### src/rtl/lsu_dmem_port_if.sv
// Core-side request/response bundle for the load/store unit.
// master = execute stage, slave = lsu_dmem_port.
interface lsu_dmem_port_if;
  logic        req_valid;
  logic        req_ready;
  logic        req_we;
  logic [2:0]  req_funct3;
  logic [31:0] req_addr;
  logic [31:0] req_wdata;
  logic        resp_valid;
  logic        resp_ready;
  logic [31:0] resp_rdata;
  logic        resp_err;
  logic        resp_is_load;

  modport master (
    output req_valid, req_we, req_funct3, req_addr, req_wdata, resp_ready,
    input  req_ready, resp_valid, resp_rdata, resp_err, resp_is_load
  );

  modport slave (
    input  req_valid, req_we, req_funct3, req_addr, req_wdata, resp_ready,
    output req_ready, resp_valid, resp_rdata, resp_err, resp_is_load
  );
endinterface

### src/rtl/lsu_dmem_port.sv
// Load/store unit front end for the byte-addressed data memory:
// store lane/enable generation, load extraction/extension, access checks,
// and a single registered response slot with backpressure.
module lsu_dmem_port #(
  parameter int unsigned MEM_BYTES = 65536
) (
  input  logic               clk,
  input  logic               rst,
  lsu_dmem_port_if.slave     bus,
  output logic [31:0]        mem_wr_addr,
  output logic [31:0]        mem_wr_data,
  output logic [3:0]         mem_wr_en,
  output logic [31:0]        mem_rd_addr,
  input  logic [31:0]        mem_rd_data
);

  typedef enum logic {IDLE, RESP} state_t;

  state_t      state, state_next;
  logic        accept;
  logic [2:0]  size;
  logic        illegal;
  logic        misaligned;
  logic        out_of_range;
  logic        err;
  logic [31:0] lane;
  logic [31:0] load_data;
  logic [31:0] rdata_q;
  logic        err_q;
  logic        is_load_q;

  assign accept = bus.req_valid && bus.req_ready;

  // Access checks: width decode, alignment and range against memory size.
  always_comb begin
    size       = 3'd0;
    illegal    = 1'b0;
    misaligned = 1'b0;
    case (bus.req_funct3)
      3'b000, 3'b100: size = 3'd1;
      3'b001, 3'b101: begin
        size       = 3'd2;
        misaligned = bus.req_addr[0];
      end
      3'b010: begin
        size       = 3'd4;
        misaligned = |bus.req_addr[1:0];
      end
      default: illegal = 1'b1;
    endcase
    if (bus.req_we && bus.req_funct3[2])
      illegal = 1'b1;
  end

  // Compare addr + size > MEM_BYTES in 33 bits so high addresses cannot wrap.
  assign out_of_range = ({1'b0, bus.req_addr} + 33'(size)) > 33'(MEM_BYTES);
  assign err          = illegal || misaligned || out_of_range;

  assign mem_rd_addr = {bus.req_addr[31:2], 2'b00};
  assign mem_wr_addr = {bus.req_addr[31:2], 2'b00};

  // Store path: replicate data across lanes, enable only the addressed bytes.
  always_comb begin
    mem_wr_en   = '0;
    mem_wr_data = bus.req_wdata;
    case (bus.req_funct3[1:0])
      2'b00:   mem_wr_data = {4{bus.req_wdata[7:0]}};
      2'b01:   mem_wr_data = {2{bus.req_wdata[15:0]}};
      default: mem_wr_data = bus.req_wdata;
    endcase
    if (accept && bus.req_we && !err) begin
      case (bus.req_funct3[1:0])
        2'b00:   mem_wr_en = 4'b0001 << bus.req_addr[1:0];
        2'b01:   mem_wr_en = 4'b0011 << bus.req_addr[1:0];
        default: mem_wr_en = 4'b1111;
      endcase
    end
  end

  // Load path: shift addressed bytes down, then sign/zero-extend.
  always_comb begin
    lane = mem_rd_data >> {bus.req_addr[1:0], 3'b000};
    case (bus.req_funct3)
      3'b000:  load_data = {{24{lane[7]}}, lane[7:0]};
      3'b100:  load_data = {24'd0, lane[7:0]};
      3'b001:  load_data = {{16{lane[15]}}, lane[15:0]};
      3'b101:  load_data = {16'd0, lane[15:0]};
      3'b010:  load_data = mem_rd_data;
      default: load_data = '0;
    endcase
  end

  // State register.
  always_ff @(posedge clk) begin
    if (rst) state <= IDLE;
    else     state <= state_next;
  end

  // Next state: any acceptance refills the slot; a drain with no refill empties it.
  always_comb begin
    state_next = state;
    if (accept)
      state_next = RESP;
    else if (state == RESP && bus.resp_ready)
      state_next = IDLE;
  end

  // Handshake outputs; req_ready is forced low during reset.
  always_comb begin
    bus.req_ready  = !rst && ((state == IDLE) || bus.resp_ready);
    bus.resp_valid = (state == RESP);
  end

  // Response payload registers, loaded only on acceptance so a stalled response holds.
  always_ff @(posedge clk) begin
    if (rst) begin
      rdata_q   <= '0;
      err_q     <= 1'b0;
      is_load_q <= 1'b0;
    end else if (accept) begin
      rdata_q   <= (err || bus.req_we) ? '0 : load_data;
      err_q     <= err;
      is_load_q <= !bus.req_we;
    end
  end

  assign bus.resp_rdata   = rdata_q;
  assign bus.resp_err     = err_q;
  assign bus.resp_is_load = is_load_q;

endmodule

### src/flat_wrapper.sv
// flat-port wrapper written by rule: the top's interface ports become plain ports
module lsu_dmem_port_flat 
#(
  parameter int unsigned MEM_BYTES = 65536
)
  (clk, rst, mem_wr_addr, mem_wr_data, mem_wr_en, mem_rd_addr, mem_rd_data, bus_req_valid, bus_req_we, bus_req_funct3, bus_req_addr, bus_req_wdata, bus_resp_ready, bus_req_ready, bus_resp_valid, bus_resp_rdata, bus_resp_err, bus_resp_is_load);
  lsu_dmem_port_if bus_i ();
  input  logic clk;
  input  logic rst;
  output logic [31:0] mem_wr_addr;
  output logic [31:0] mem_wr_data;
  output logic [3:0] mem_wr_en;
  output logic [31:0] mem_rd_addr;
  input  logic [31:0] mem_rd_data;
  input wire logic [$bits(bus_i.req_valid)-1:0] bus_req_valid;
  input wire logic [$bits(bus_i.req_we)-1:0] bus_req_we;
  input wire logic [$bits(bus_i.req_funct3)-1:0] bus_req_funct3;
  input wire logic [$bits(bus_i.req_addr)-1:0] bus_req_addr;
  input wire logic [$bits(bus_i.req_wdata)-1:0] bus_req_wdata;
  input wire logic [$bits(bus_i.resp_ready)-1:0] bus_resp_ready;
  output wire logic [$bits(bus_i.req_ready)-1:0] bus_req_ready;
  output wire logic [$bits(bus_i.resp_valid)-1:0] bus_resp_valid;
  output wire logic [$bits(bus_i.resp_rdata)-1:0] bus_resp_rdata;
  output wire logic [$bits(bus_i.resp_err)-1:0] bus_resp_err;
  output wire logic [$bits(bus_i.resp_is_load)-1:0] bus_resp_is_load;
  assign bus_i.req_valid = bus_req_valid;
  assign bus_i.req_we = bus_req_we;
  assign bus_i.req_funct3 = bus_req_funct3;
  assign bus_i.req_addr = bus_req_addr;
  assign bus_i.req_wdata = bus_req_wdata;
  assign bus_i.resp_ready = bus_resp_ready;
  assign bus_req_ready = bus_i.req_ready;
  assign bus_resp_valid = bus_i.resp_valid;
  assign bus_resp_rdata = bus_i.resp_rdata;
  assign bus_resp_err = bus_i.resp_err;
  assign bus_resp_is_load = bus_i.resp_is_load;
  lsu_dmem_port #(.MEM_BYTES(MEM_BYTES)) u_core (.clk(clk), .rst(rst), .bus(bus_i), .mem_wr_addr(mem_wr_addr), .mem_wr_data(mem_wr_data), .mem_wr_en(mem_wr_en), .mem_rd_addr(mem_rd_addr), .mem_rd_data(mem_rd_data));
endmodule
### config.mk
export PLATFORM = sky130hd
export DESIGN_NAME = lsu_dmem_port_flat
export DESIGN_NICKNAME = d
export VERILOG_FILES = /design/src/rtl/lsu_dmem_port_if.sv /design/src/rtl/lsu_dmem_port.sv /design/src/flat_wrapper.sv
export SDC_FILE = /design/constraint.sdc
export NUM_CORES = 1
export LEC_CHECK = 0
export BUFFER_PORTS_ARGS = -buffer_cell sky130_fd_sc_hd__buf_2
export CORE_MARGIN = 5
export CORE_UTILIZATION = 45
export DETAILED_ROUTE_END_ITERATION = 6
export PLACE_DENSITY_LB_ADDON = 0.1
export SETUP_SLACK_MARGIN = 0.02
export SLEW_MARGIN = 0
export SYNTH_ARGS = -nofsm -noshare
export SYNTH_HDL_FRONTEND = slang
export SYNTH_SLANG_ARGS = --single-unit
### constraint.sdc
create_clock -name clk -period 5.62 [get_ports clk]
set_clock_uncertainty 0.2 [all_clocks]
set_input_delay 0.562 -clock clk [delete_from_list [all_inputs] [get_ports clk]]
set_output_delay 0.562 -clock clk [all_outputs]
set_load 0.02 [all_outputs]
==> flow_metrics.py <==
metrics = {
    "worst_setup_path": {
        "critPathKind": "input pin to primary output",
        "r2r_start": "u_core.bus.resp_valid",
        "end_kind": "primary output",
        "rrSetupSlack_ns": 2.78,
        "crit_family": "simple AND/OR/NAND/NOR gates",
        "startpoint_type": "input pin",
        "cp_cell_sequence": "buf_2 > nor2_1 > ha_1 > fa_1 > nor2_1 > o21a_1 > or3_1 > a31oi_1 > nor3_1 > a31oi_4 > nor4_1 > buf_2",
        "required_ns": 4.86,
        "cp.arrival_ns": 3.86,
        "path_depth": 12,
        "crit_slowest_cell": "nor4_1",
        "crit_fanout": 18,
        "r2r-end": "u_core.bus.resp_rdata[15]",
        "timing.reg2reg.worst_path_depth": 7,
        "slowest_delay_ns": 0.50,
        "critPathBufInv": 2,
    },
    "clock_tree": {
        "cts_root_buffer": "clkbuf_8",
        "hold_buffers": 0,
        "clk_pin_slew_ns": 0.07,
        "clk_latency_ns": 0.28,
        "clk_path_buf_depth": 2,
        "numCtsBuffers": 5,
        "cts_sinks": 35,
        "cts_tree": "done",
        "htreeDepth": 2,
        "ctsResizeCount": 0,
        "cts_setup_buffers": 0,
    },
    "pwr": {
        "power_density_mw_per_mm2": 149,
        "irDropWorstVdd_mv": 0.0947,
        "finalPower_uw": 736,
        "leakage_uw": 0.00224,
    },
    "final_layout": {
        "diodes": 0,
        "regArea_um2": 701,
        "num-nets-final": 798,
        "n_fill_cell": 964,
        "multi_input_area_mm2": 0.00274,
        "drive_gt1_share_pct": 45.4,
        "final_common_cell": "buf_2",
        "areaGrowthSynthToFinish_pct": 19.3,
        "layout_common_cells": "buf_2 (235), nand2_1 (129), dfxtp_1 (35)",
    },
    "global_routing": {
        "grt_max_degree": 43,
        "grt_pass1_wl_um": 21000,
        "antenna_found_initial": 0,
        "gr-total-overflow": 0,
        "grtUsageTotal_pct": 22.6,
        "grt_pass1_vias": 4138,
    },
    "drt": {
        "routed_via_density": 5.52,
        "vias": 4433,
        "drt_iter0_markers": 244,
        "wire_per_inst_um": 17.1,
        "first_pass_iters": 4,
        "drc_errors": 0,
        "drt-total-wl_um": 13700,
        "ant_nets": 0,
    },
    "hold_path": {
        "holdCritStartpoint": "u_core.bus.resp_rdata[18]",
        "whs_endpoint": "u_core.bus.resp_rdata[18]",
        "min_path_cells": 2,
        "hp-class": "flip-flop to flip-flop",
    },
    "yosys": {
        "netlist_area_mm2": 0.00413,
        "syn_avg_cell_area_um2": 7.62,
        "synth_top_area_cell": "dfxtp_1",
        "synth_top_family_by_area": "compound AO/OA/AOI/OAI gates",
        "synthMuxAreaShare_pct": 9.00,
        "synthFlopType": "dfxtp_1",
        "async_reset_ff_share_pct": 0,
        "ys_warn_count": 0,
        "ys_types": 73,
        "synthXorXnorAreaFrac_pct": 1.48,
        "yosys.area_share.adder_pct": 1.67,
        "yosysSeqAreaShare_pct": 17.0,
        "synth_compound_area_share_pct": 27.0,
        "synth-simple-area-share_pct": 26.4,
        "synth_top_area_share_pct": 17.0,
        "synth_cells": 542,
        "synth_seq_cells": 35,
        "synth_area_leaders": "dfxtp_1 (17%), buf_4 (13%), nand2_1 (12%)",
        "synth_edf_count": 0,
    },
    "die": {
        "io_pins": 240,
        "die_h_um": 106,
        "core-area_mm2": 0.00911,
        "num_rows": 35,
        "die_area_mm2": 0.0112,
        "initial_core_util_pct": 45.3,
        "die_x_um": 106,
    },
    "place": {
        "routabilityCongestion": 0.907,
        "io_buffers": 235,
        "place_hpwl_um": 10900,
    },
    "sta": {
        "setup_viol_count_final": 0,
        "tightest_slew_ns": 0.960,
        "hold-worst-slack_ns": 0.252,
        "rsz0062_at_grt": "no",
        "fmaxAchievable_mhz": 216,
        "slew_viol_final": 0,
        "fin_tns_setup_ns": 0,
        "hold_viol": 0,
        "min_period_ns": 4.62,
        "period_share_pct": 82.2,
        "slew_headroom_pct": 35.9,
    },
    "flow_run": {
        "drv_cap": 0,
    },
    "status": {
        "status": "complete, no violations",
    },
}
[report_power, final]
| group | leakage (uW) | switching, uW | internal, uW |
|---|---|---|---|
| registers | 0.000282 | 0.610 | 249 |
| logic | 0.00191 | 192 | 110 |
| clock network | 0.0000477 | 99.4 | 85.0 |
[Yosys cell counts, types with 6 or more instances]
| library cell | n |
|---|---|
| a221o_1 | 7 |
| mux2_2 | 23 |
| mux2i_1 | 9 |
| nor2b_1 | 10 |
| dfxtp_1 | 35 |
| o31ai_4 | 9 |
| buf_4 | 72 |
| o31ai_2 | 21 |
| nor3_1 | 10 |
| nand3_1 | 14 |
| nor4_1 | 9 |
| a22o_1 | 7 |
| nor2_1 | 18 |
| nand4_1 | 8 |
| o21ai_0 | 22 |
| clkbuf_1 | 24 |
| nand2_1 | 129 |
| inv_1 | 6 |
| a21oi_1 | 7 |
| xnor2_1 | 6 |
| a22oi_1 | 7 |
[state kept, by name, summed over array words and instances, names as in the netlist]
name and flops:
u_core.bus.resp_rdata 32, u_core.bus.resp_is_load 1, u_core.bus.resp_valid 1, u_core.bus.resp_err 1
[metrics by stage]
| step | worst slack (ns) | cells | instance area [um^2] | util [%] |
|---|---|---|---|---|
| finish | 0.999 | 803 | 4920 | 54.1 |
| global route | 0.812 | 803 | 4920 | 54.1 |
| CTS | 0.981 | 803 | 4920 | 54.1 |
| detailed placement | 0.740 | 795 | 4840 | 53.1 |
| global placement | 0.843 | 795 | 4840 | 53.1 |
| floorplan | 1.19 | 545 | 4140 | - |
[cell type report]
cell class              count  share of cell area [%]
multi-input cells         400                    55.7
repair buffers            243                    25.1
flip-flops and latches     35                    14.2
well taps                 111                    2.82
clock buffers               5                    1.40
inverters                   6                   0.457
clock inverters             3                   0.305
[logic make-up (layout without fill, tap and decap cells)]
group	count (synthesis)	after routing
other	1	4
buffers and inverters	110	257
DFF	35	35
muxes	33	33
adders and majority gates	5	5
and+or+nand+nor	230	230
AOI/OAI and AO/OA	121	121
xor gates and xnor gates	7	7
[metal layers]
layer | global-route usage, % | routed length [um]
met5 | 0 | 0
met4 | 5.09 | 131
met3 | 3.55 | 855
met2 | 40.0 | 6940
met1 | 28.8 | 5800
[worst register-to-register path, delay by kind of cell, from the launching register on]
family,cells,cell delay (ns)
AOI/OAI and AO/OA,2,0.59
DFF,1,0.31
and+or+nand+nor,5,1.65
[how the worst max path moves through the flow]
stage,start,end,slack (ns)
finish,bus_req_funct3[0],mem_wr_en[1],1.0
global route,bus_req_funct3[0],mem_wr_en[1],0.81
CTS,bus_req_funct3[0],mem_wr_en[1],0.98
detailed placement,bus_req_funct3[0],u_core.bus.resp_rdata[30],0.74
global placement,bus_req_funct3[0],u_core.bus.resp_rdata[18],0.84
floorplan,bus_req_funct3[1],mem_wr_en[0],1.19
No activity file was read; power rests on OpenSTA's default activity.
